File: src/rtl/alu_arbiter_seq.sv
// alu_arbiter_seq: round-robin sharing of one ALU between two requesters with a response handshake
module alu_arbiter_seq #(
  parameter int WIDTH = 8,
  parameter int OPW = 5,
  parameter int ALU_LAT = 1
) (
  input  logic             clk,
  input  logic             rst_n,
  input  logic             req0_valid,
  input  logic [OPW-1:0]   req0_op,
  input  logic [WIDTH-1:0] req0_a,
  input  logic [WIDTH-1:0] req0_b,
  output logic             req0_ready,
  input  logic             req1_valid,
  input  logic [OPW-1:0]   req1_op,
  input  logic [WIDTH-1:0] req1_a,
  input  logic [WIDTH-1:0] req1_b,
  output logic             req1_ready,
  output logic [WIDTH-1:0] alu_a,
  output logic [WIDTH-1:0] alu_b,
  output logic [OPW-1:0]   alu_choice,
  input  logic [WIDTH-1:0] alu_result,
  input  logic             alu_carry,
  input  logic             alu_zero,
  input  logic             alu_negative,
  input  logic             alu_overflow,
  output logic             resp_valid,
  input  logic             resp_ready,
  output logic             resp_id,
  output logic [WIDTH-1:0] resp_result,
  output logic [3:0]       resp_flags,
  output logic             busy
);
  typedef enum logic [1:0] {IDLE, EXEC, RESP} state_t;
  state_t state_q, state_d;
  logic rr_q, rr_d, id_q, id_d, rv_q, rv_d, gnt, idle;
  logic [3:0] cnt_q, cnt_d, flags_q, flags_d;
  logic [WIDTH-1:0] a_q, a_d, b_q, b_d, res_q, res_d;
  logic [OPW-1:0] op_q, op_d;
  assign idle = rst_n && state_q == IDLE;
  assign gnt = (req0_valid && req1_valid) ? rr_q : req1_valid;
  assign req0_ready = idle && req0_valid && !gnt;
  assign req1_ready = idle && req1_valid && gnt;
  assign busy = rst_n && state_q != IDLE;
  assign alu_a = a_q;
  assign alu_b = b_q;
  assign alu_choice = op_q;
  assign resp_valid = rv_q;
  assign resp_id = id_q;
  assign resp_result = res_q;
  assign resp_flags = flags_q;
  always_comb begin
    state_d = state_q;
    rr_d = rr_q;
    id_d = id_q;
    rv_d = rv_q;
    cnt_d = cnt_q;
    flags_d = flags_q;
    a_d = a_q;
    b_d = b_q;
    res_d = res_q;
    op_d = op_q;
    if (req0_ready || req1_ready) begin
      state_d = EXEC;
      id_d = gnt;
      rr_d = !gnt;
      a_d = gnt ? req1_a : req0_a;
      b_d = gnt ? req1_b : req0_b;
      op_d = gnt ? req1_op : req0_op;
      cnt_d = 4'(ALU_LAT - 1);
    end
    if (state_q == EXEC) begin
      cnt_d = cnt_q == 4'd0 ? cnt_q : cnt_q - 4'd1;
      if (cnt_q == 4'd0) begin
        state_d = RESP;
        rv_d = 1'b1;
        res_d = alu_result;
        flags_d = {alu_carry, alu_overflow, alu_negative, alu_zero};
      end
    end
    if (state_q == RESP && resp_ready) begin
      state_d = IDLE;
      rv_d = 1'b0;
    end
  end
  always_ff @(posedge clk) begin
    if (!rst_n) begin
      state_q <= IDLE;
      rr_q <= 1'b0;
      id_q <= 1'b0;
      rv_q <= 1'b0;
      cnt_q <= '0;
      flags_q <= '0;
      a_q <= '0;
      b_q <= '0;
      res_q <= '0;
      op_q <= '0;
    end else begin
      state_q <= state_d;
      rr_q <= rr_d;
      id_q <= id_d;
      rv_q <= rv_d;
      cnt_q <= cnt_d;
      flags_q <= flags_d;
      a_q <= a_d;
      b_q <= b_d;
      res_q <= res_d;
      op_q <= op_d;
    end
  end
endmodule

File: config.mk
export PLATFORM = sky130hd
export DESIGN_NAME = alu_arbiter_seq
export DESIGN_NICKNAME = d
export VERILOG_FILES = /design/src/rtl/alu_arbiter_seq.sv
export SDC_FILE = /design/constraint.sdc
export NUM_CORES = 1
export LEC_CHECK = 0
export CAP_MARGIN = 20
export CORE_AREA = 2 2 74 76
export DETAILED_ROUTE_END_ITERATION = 6
export DIE_AREA = 0 0 76 78
export HOLD_SLACK_MARGIN = 0.1
export PLACE_DENSITY_LB_ADDON = 0.12
export SLEW_MARGIN = 10
export SYNTH_ARGS = -nofsm -noshare
export SYNTH_HDL_FRONTEND = slang
export SYNTH_SLANG_ARGS = --single-unit
export TNS_END_PERCENT = 100
File: constraint.sdc
create_clock -name clk -period 1.9 [get_ports clk]
set_clock_uncertainty 0.15 [all_clocks]
set_input_delay 0.475 -clock clk [delete_from_list [all_inputs] [get_ports clk]]
set_output_delay 0.475 -clock clk [all_outputs]
set_load 0.005 [all_outputs]
==> impl_metrics.yaml, run 1 <==
die:
  chipWidth_um: 76
  core_area_sq_mm: 0.005042
  core.rowCount: 26
  floorplan.initialDensity_pct: 39.58
  die_height_um: 78
  io_pins: 97
  dieArea_sq_mm: 0.005928
drt:
  ant_nets: 0
  totalWireLength_um: 5775
  viasPerCell: 5.476
  drt-initial-drc-count: 127
  drt-pass1-iter-count: 4
  wl_per_cell_um: 15.12
  vias: 2092
  remaining_drc_errors: 0
synthesis:
  netlist_instances: 211
  synth-seq-cells: 42
  synth_edf_count: 0
  synth_most_common_cell: "sky130_fd_sc_hd__dfxtp_1"
  synthesis.nets: 272
  syn_area_sq_mm: 0.001996
  synth_top_area_share_pct: 42.13
  synthesis.yosys.warnings: 0
  synth_cell_type_count: 40
  seq_area_frac_synth_pct: 42.13
  synth-main-ff-cell: "sky130_fd_sc_hd__dfxtp_1"
  yosysTopAreaCell: "sky130_fd_sc_hd__dfxtp_1"
  async_flop_share_pct: 0
  synth.avg_cell_area_sq_um: 9.458
  netlist_top_cells_area: "sky130_fd_sc_hd__dfxtp_1, sky130_fd_sc_hd__a221o_1, sky130_fd_sc_hd__o311a_1"
  synth.top_cells.by_count: "sky130_fd_sc_hd__dfxtp_1, sky130_fd_sc_hd__a21oi_1, sky130_fd_sc_hd__a221o_1"
finish:
  antennaDiodeCount: 0
  layout.nets: 373
  final_area_sq_mm: 0.003192
  fillers: 441
  post-route-util_pct: 63.30
  multiInputGateArea_sq_mm: 0.001033
  finish.cell_count_without_fillers: 382
  area.growth.synth_to_final_pct: 59.94
  drive_above_1_share_pct: 15.38
  sequential_area_sq_um: 842.1
sta:
  final_hold_viol_count: 0
  setup_viol: 1
  timing.final.ws_setup_ns: -0.04077
  worst-slew-pin-transition_ns: 0.5977
  rsz0062_at_grt: "yes"
  fin_tns_setup_ns: -0.04077
  final_critical_path_share_of_the_clock_period_pct: 102.1
  final.min_clock_period_ns: 1.941
  maxSlewHeadroom_pct: 60.11
  fmax_ghz: 0.5153
  maxSlewViolCount: 0
clocking:
  cts.path.max_buffers: 2
  insertion_delay_ns: 0.30
  cts_max_level: 2
  clk_root_buffer_cell: "sky130_fd_sc_hd__clkbuf_8"
  cts.sinks: 42
  clock_tree_from_tritoncts: "yes"
  cts_made_buffers: 5
  path_clk_slew_ns: 0.08
worst_setup_path:
  regToRegStartpoint: "cnt_q[0]"
  ff2ff_path_depth: 5
  reg2reg_setup_slack_ns: 0.16
  critical_r2r_capture: "cnt_q[1]"
  worst-endpoint-required_ns: 1.27
  arr_time_crit_path_ns: 1.32
  critPathCaptureType: "output pin"
  timing.critical_path.from_type: "flip-flop"
  path_max_fanout: 2
  critPathLaunch: "rr_q"
  setup.worst_path.class: "flip-flop to output pin"
  crit_end: "req1_ready"
placement:
  buffer_ports.inserted: 96
  gp_routability_congestion: 0.7519
  place_inst: 374
  hpwl_dp_um: 4034
  place_area_sq_mm: 0.003069
  dpl_worst_slack_ns: -0.6888
run_status:
  status: "complete, but fails checks"
  failing_checks: "setup timing"
grt:
  antenna_found_initial: 0
  grt_start_max_net_pins: 28
  gr-total-overflow: 0
  grt_pass1_vias: 2055
  grtUsageTotal_pct: 19.71
  grt_pass1_wl_um: 9549
pwr:
  ir_worst_vdd_mv: 0.4323
  power.density_cell_area_mw_per_mm2: 691.4
  static-leakage-power_nw: 1.214
job:
  drv_cap: 0
hold_path:
  worstHoldPathType: "flip-flop to flip-flop"
[report_power, final]
part | total, mW | switching, mW | internal, mW
logic | 0.640 | 0.254 | 0.386
clock network | 0.558 | 0.311 | 0.247
registers | 1.01 | 0.0437 | 0.965
total | 2.21 | 0.608 | 1.60
[logic make-up after synthesis]
logic type	after synthesis	share of synthesized area [%]
adder cells (fa/ha/maj)	2	1.254
AND/OR/NAND/NOR	46	15.61
buffers and inverters	30	7.774
flip-flops	42	42.13
AO/OA/AOI/OAI	91	33.23
[stage by stage]
step	hold slack, ns	power, mW
2_1_floorplan	0.3129	1.291
3_3_place_gp	0.3098	1.648
3_5_place_dp	0.3212	1.649
4_1_cts	0.3329	2.209
5_1_grt	0.3505	2.316
6_report	0.3297	2.207
[sequential cells by signal, summed over array words and instances, names as in the netlist]
signal	cells
alu_a	8
alu_b	8
alu_choice	5
cnt_q	4
resp_flags	4
resp_id	1
resp_result	8
resp_valid	1
rr_q	1
state_q	2
[routing by layer]
layer  track usage [%]  up-vias  wire (um)
met4             6.000        0         82
met2             34.02       71       2776
met5                 0        -          0
met1             22.97      981       2446
li1                  -     1032          -
met3             7.093        8        468
[cell type report]
cell class                      instances  area share [%]
Clock inverter                          2          0.3136
Inverter                                6          0.7056
Timing Repair Buffer                  118           35.32
Clock buffer                            5           2.156
Tap cell                               70           2.744
Sequential cell                        42           26.38
Multi-Input combinational cell        139           32.38
[placed cells by master, fill, tap and decap left out, types with 3 or more instances in the layout]
master,netlist,layout
sky130_fd_sc_hd__o21ai_0,12,12
sky130_fd_sc_hd__nand3_1,14,14
sky130_fd_sc_hd__buf_4,2,20
sky130_fd_sc_hd__a311oi_1,10,7
sky130_fd_sc_hd__nand3b_1,7,7
sky130_fd_sc_hd__a221o_1,15,15
sky130_fd_sc_hd__o21ai_1,11,11
sky130_fd_sc_hd__clkdlybuf4s15_1,0,3
sky130_fd_sc_hd__dfxtp_1,42,41
sky130_fd_sc_hd__inv_1,5,5
sky130_fd_sc_hd__a31oi_1,8,8
sky130_fd_sc_hd__a311oi_2,0,3
sky130_fd_sc_hd__clkbuf_8,0,5
sky130_fd_sc_hd__nand2_1,4,4
sky130_fd_sc_hd__buf_2,10,3
sky130_fd_sc_hd__a21oi_1,16,16
sky130_fd_sc_hd__clkdlybuf4s50_1,0,90
sky130_fd_sc_hd__o311a_1,14,14
[worst min-delay path by stage]
stage                   start             end  slack, ns  depth (start not counted)
2_1_floorplan            rr_q            rr_q       0.31                          1
3_3_place_gp   resp_result[1]  resp_result[1]       0.31                          2
3_5_place_dp   resp_result[1]  resp_result[1]       0.32                          2
4_1_cts        resp_result[1]  resp_result[1]       0.33                          2
5_1_grt        resp_result[1]  resp_result[1]       0.35                          2
6_report       resp_result[0]  resp_result[0]       0.33                          2
[worst max-delay path: stages (launching register included)]
cell                      delay (ns)
sky130_fd_sc_hd__dfxtp_2        0.33
sky130_fd_sc_hd__and2b_4        0.19
sky130_fd_sc_hd__nor4b_4        0.32
sky130_fd_sc_hd__buf_2          0.17
[what timing repair did]
item                                    CTS  global route
buffers inserted                          1             0
pin swaps                                 1             0
hold buffers                              0             0
resized for setup                        21            10
endpoints found under the hold margin     0             0
endpoints found under the setup margin   22            14
cloned                                    0             0
Power figures use the tool's default switching activity.
==> run 2, diff against run 1 <==
--- a/config.mk
+++ b/config.mk
@@ -5,10 +5,9 @@
 export SDC_FILE = /design/constraint.sdc
 export NUM_CORES = 1
 export LEC_CHECK = 0
-export CAP_MARGIN = 20
-export CORE_AREA = 2 2 74 76
+export CORE_AREA = 2 2 78 80
 export DETAILED_ROUTE_END_ITERATION = 6
-export DIE_AREA = 0 0 76 78
+export DIE_AREA = 0 0 80 82
 export HOLD_SLACK_MARGIN = 0.1
 export PLACE_DENSITY_LB_ADDON = 0.12
 export SLEW_MARGIN = 10
==> impl_metrics.yaml, run 2 (synthesis results as in run 1) <==
clocking:
  cts_made_buffers: 5
  insertion_delay_ns: 0.30
  cts.path.max_buffers: 2
  cts_max_level: 2
  clk_root_buffer_cell: "sky130_fd_sc_hd__clkbuf_8"
  clock_tree_from_tritoncts: "yes"
  path_clk_slew_ns: 0.08
  cts.sinks: 42
die:
  core.rowCount: 28
  floorplan.initialDensity_pct: 34.73
  dieArea_sq_mm: 0.006560
  io_pins: 97
  die_height_um: 82
  core_area_sq_mm: 0.005746
  chipWidth_um: 80
pwr:
  comb_power_share_pct: 28.3
  static-leakage-power_nw: 1.233
  sequential_share_of_power_pct: 44.7
  p_clk_share_pct: 27.0
  ir_worst_vdd_mv: 0.3576
  power.internal_mw: 1.649
  netSwitchingFraction_pct: 26.86
  power.density_cell_area_mw_per_mm2: 705.7
  power.switching_mw: 0.6056
  total_power_mw: 2.255
grt:
  grtUsageTotal_pct: 17.60
  gr-total-overflow: 0
  grt_start_max_net_pins: 26
  globalRouteMet1Util_pct: 20.51
  grt_pass1_vias: 2012
  global_route.peak_usage_layer: "met2"
  grt_pass1_wl_um: 9142
  antenna_found_initial: 0
  grtUsageMet3_pct: 4.505
  groute.layer.met2.usage_pct: 30.42
finish:
  drive_above_1_share_pct: 15.19
  layout_commonest_cell: "sky130_fd_sc_hd__clkdlybuf4s50_1"
  antennaDiodeCount: 0
  area.growth.synth_to_final_pct: 60.13
  layout.nets: 376
  most_used_cells_in_the_layout_excluding_fill_and_tap_cells: "sky130_fd_sc_hd__clkdlybuf4s50_1, sky130_fd_sc_hd__dfxtp_1, sky130_fd_sc_hd__buf_4"
  final_area_sq_mm: 0.003196
sta:
  fmax_ghz: 0.5392
  maxSlewViolCount: 0
  final.min_clock_period_ns: 1.855
  worst-slew-pin-transition_ns: 0.6167
  rsz0062_at_grt: "yes"
  maxSlewHeadroom_pct: 58.84
  final_critical_path_share_of_the_clock_period_pct: 97.62
  setup_viol: 0
  fin_tns_setup_ns: 0
  final_hold_viol_count: 0
placement:
  buffer_ports.inserted: 96
  gp_routability_congestion: 0.7272
  hpwl_dp_um: 3954
  place_area_sq_mm: 0.003083
drt:
  wl_per_cell_um: 14.85
  remaining_drc_errors: 0
  ant_nets: 0
  totalWireLength_um: 5805
  viasPerCell: 5.335
  drt-pass1-iter-count: 4
  drt-initial-drc-count: 77
  vias: 2086
worst_setup_path:
  crit_end: "req1_ready"
  critPathLaunch: "rr_q"
  critPathCaptureType: "output pin"
  worst-endpoint-required_ns: 1.27
  regToRegStartpoint: "cnt_q[0]"
  critical_r2r_capture: "resp_result[0]"
  setup.worst_path.class: "flip-flop to output pin"
  timing.critical_path.cells: "and2b_4 -> nor4b_4 -> buf_2"
  critical_path.max_stage_delay_ns: 0.34
  arr_time_crit_path_ns: 1.23
  ff2ff_path_depth: 6
  critical_path_depth: 3
  path_buf_inv: 1
  path_max_fanout: 2
  reg2reg_setup_slack_ns: 0.16
  critPathTopFamily: "simple AND/OR/NAND/NOR gates"
  timing.critical_path.from_type: "flip-flop"
  critical-path-slowest-cell: "sky130_fd_sc_hd__dfxtp_2"
job:
  drv_cap: 0
run_status:
  status: "complete, no violations"
hold_path:
  worstHoldPathType: "flip-flop to flip-flop"
run 2: cell count changes in the layout (fill, tap and decap cells not counted), moves of 2 or more:
cell	change
sky130_fd_sc_hd__a311oi_1	+3
sky130_fd_sc_hd__buf_4	+2
sky130_fd_sc_hd__clkbuf_2	+2
sky130_fd_sc_hd__buf_6	+2
sky130_fd_sc_hd__clkdlybuf4s15_1	-3
sky130_fd_sc_hd__a311oi_2	-3
run 2: repair_timing:
| item | 4_1_cts | 5_1_grt |
|---|---|---|
| hold buffers | 0 | 0 |
| buffers inserted | 0 | 3 |
| setup endpoints to repair | 9 | 3 |
| resized for setup | 23 | 4 |
| pin swaps | 1 | 1 |
run 2: power groups by stage:
stage          Clock, mW  Sequential [mW]  Combinational, mW
5_1_grt            0.663             1.02              0.696
4_1_cts            0.629             1.01              0.627
3_5_place_dp           0             1.03              0.622
2_1_floorplan          0             1.04              0.255
3_3_place_gp           0             1.03              0.620
6_report           0.608             1.01              0.639
run 2: area by class of cell:
class	instances	area, sq um
Tap cell	75	93.84
Clock inverter	1	5.005
Clock buffer	7	86.33
Sequential cell	42	842.1
Timing Repair Buffer	121	1146
Fill cell	552	2550
Inverter	6	22.52
Multi-Input combinational cell	139	999.7
run 2: tightest hold or removal path, stage by stage, from the launching register on:
cell                      delay, ns
sky130_fd_sc_hd__dfxtp_1       0.31
sky130_fd_sc_hd__o21ai_0       0.06
sky130_fd_sc_hd__a21oi_1       0.06
run 2: metrics by stage:
step	instances	utilization [%]	setup WS (ns)	hold WS, ns
after floorplan	211	-	0.1153	0.3129
after global placement	380	53.66	-0.6748	0.3119
after CTS	388	55.31	-0.02414	0.3328
after global routing	391	55.62	-0.004248	0.3534
after detailed placement	380	53.66	-0.6582	0.3201
final	391	55.62	0.04531	0.3275
run 2: routing by layer:
layer | part of all wire (%) | vias to the layer above
li1 | - | 1032
met1 | 44 | 988
met2 | 49 | 58
met3 | 5.5 | 8
met4 | 1.6 | 0
met5 | 0 | -
run 2: worst min-delay path by stage:
stage                    from             end  slack [ns]  depth (start not counted)
2_1_floorplan            rr_q            rr_q        0.31                          1
3_3_place_gp   resp_result[1]  resp_result[1]        0.31                          2
3_5_place_dp   resp_result[0]  resp_result[0]        0.32                          2
4_1_cts        resp_result[1]  resp_result[1]        0.33                          2
5_1_grt        resp_result[7]  resp_result[7]        0.35                          2
6_report       resp_result[1]  resp_result[1]        0.33                          2
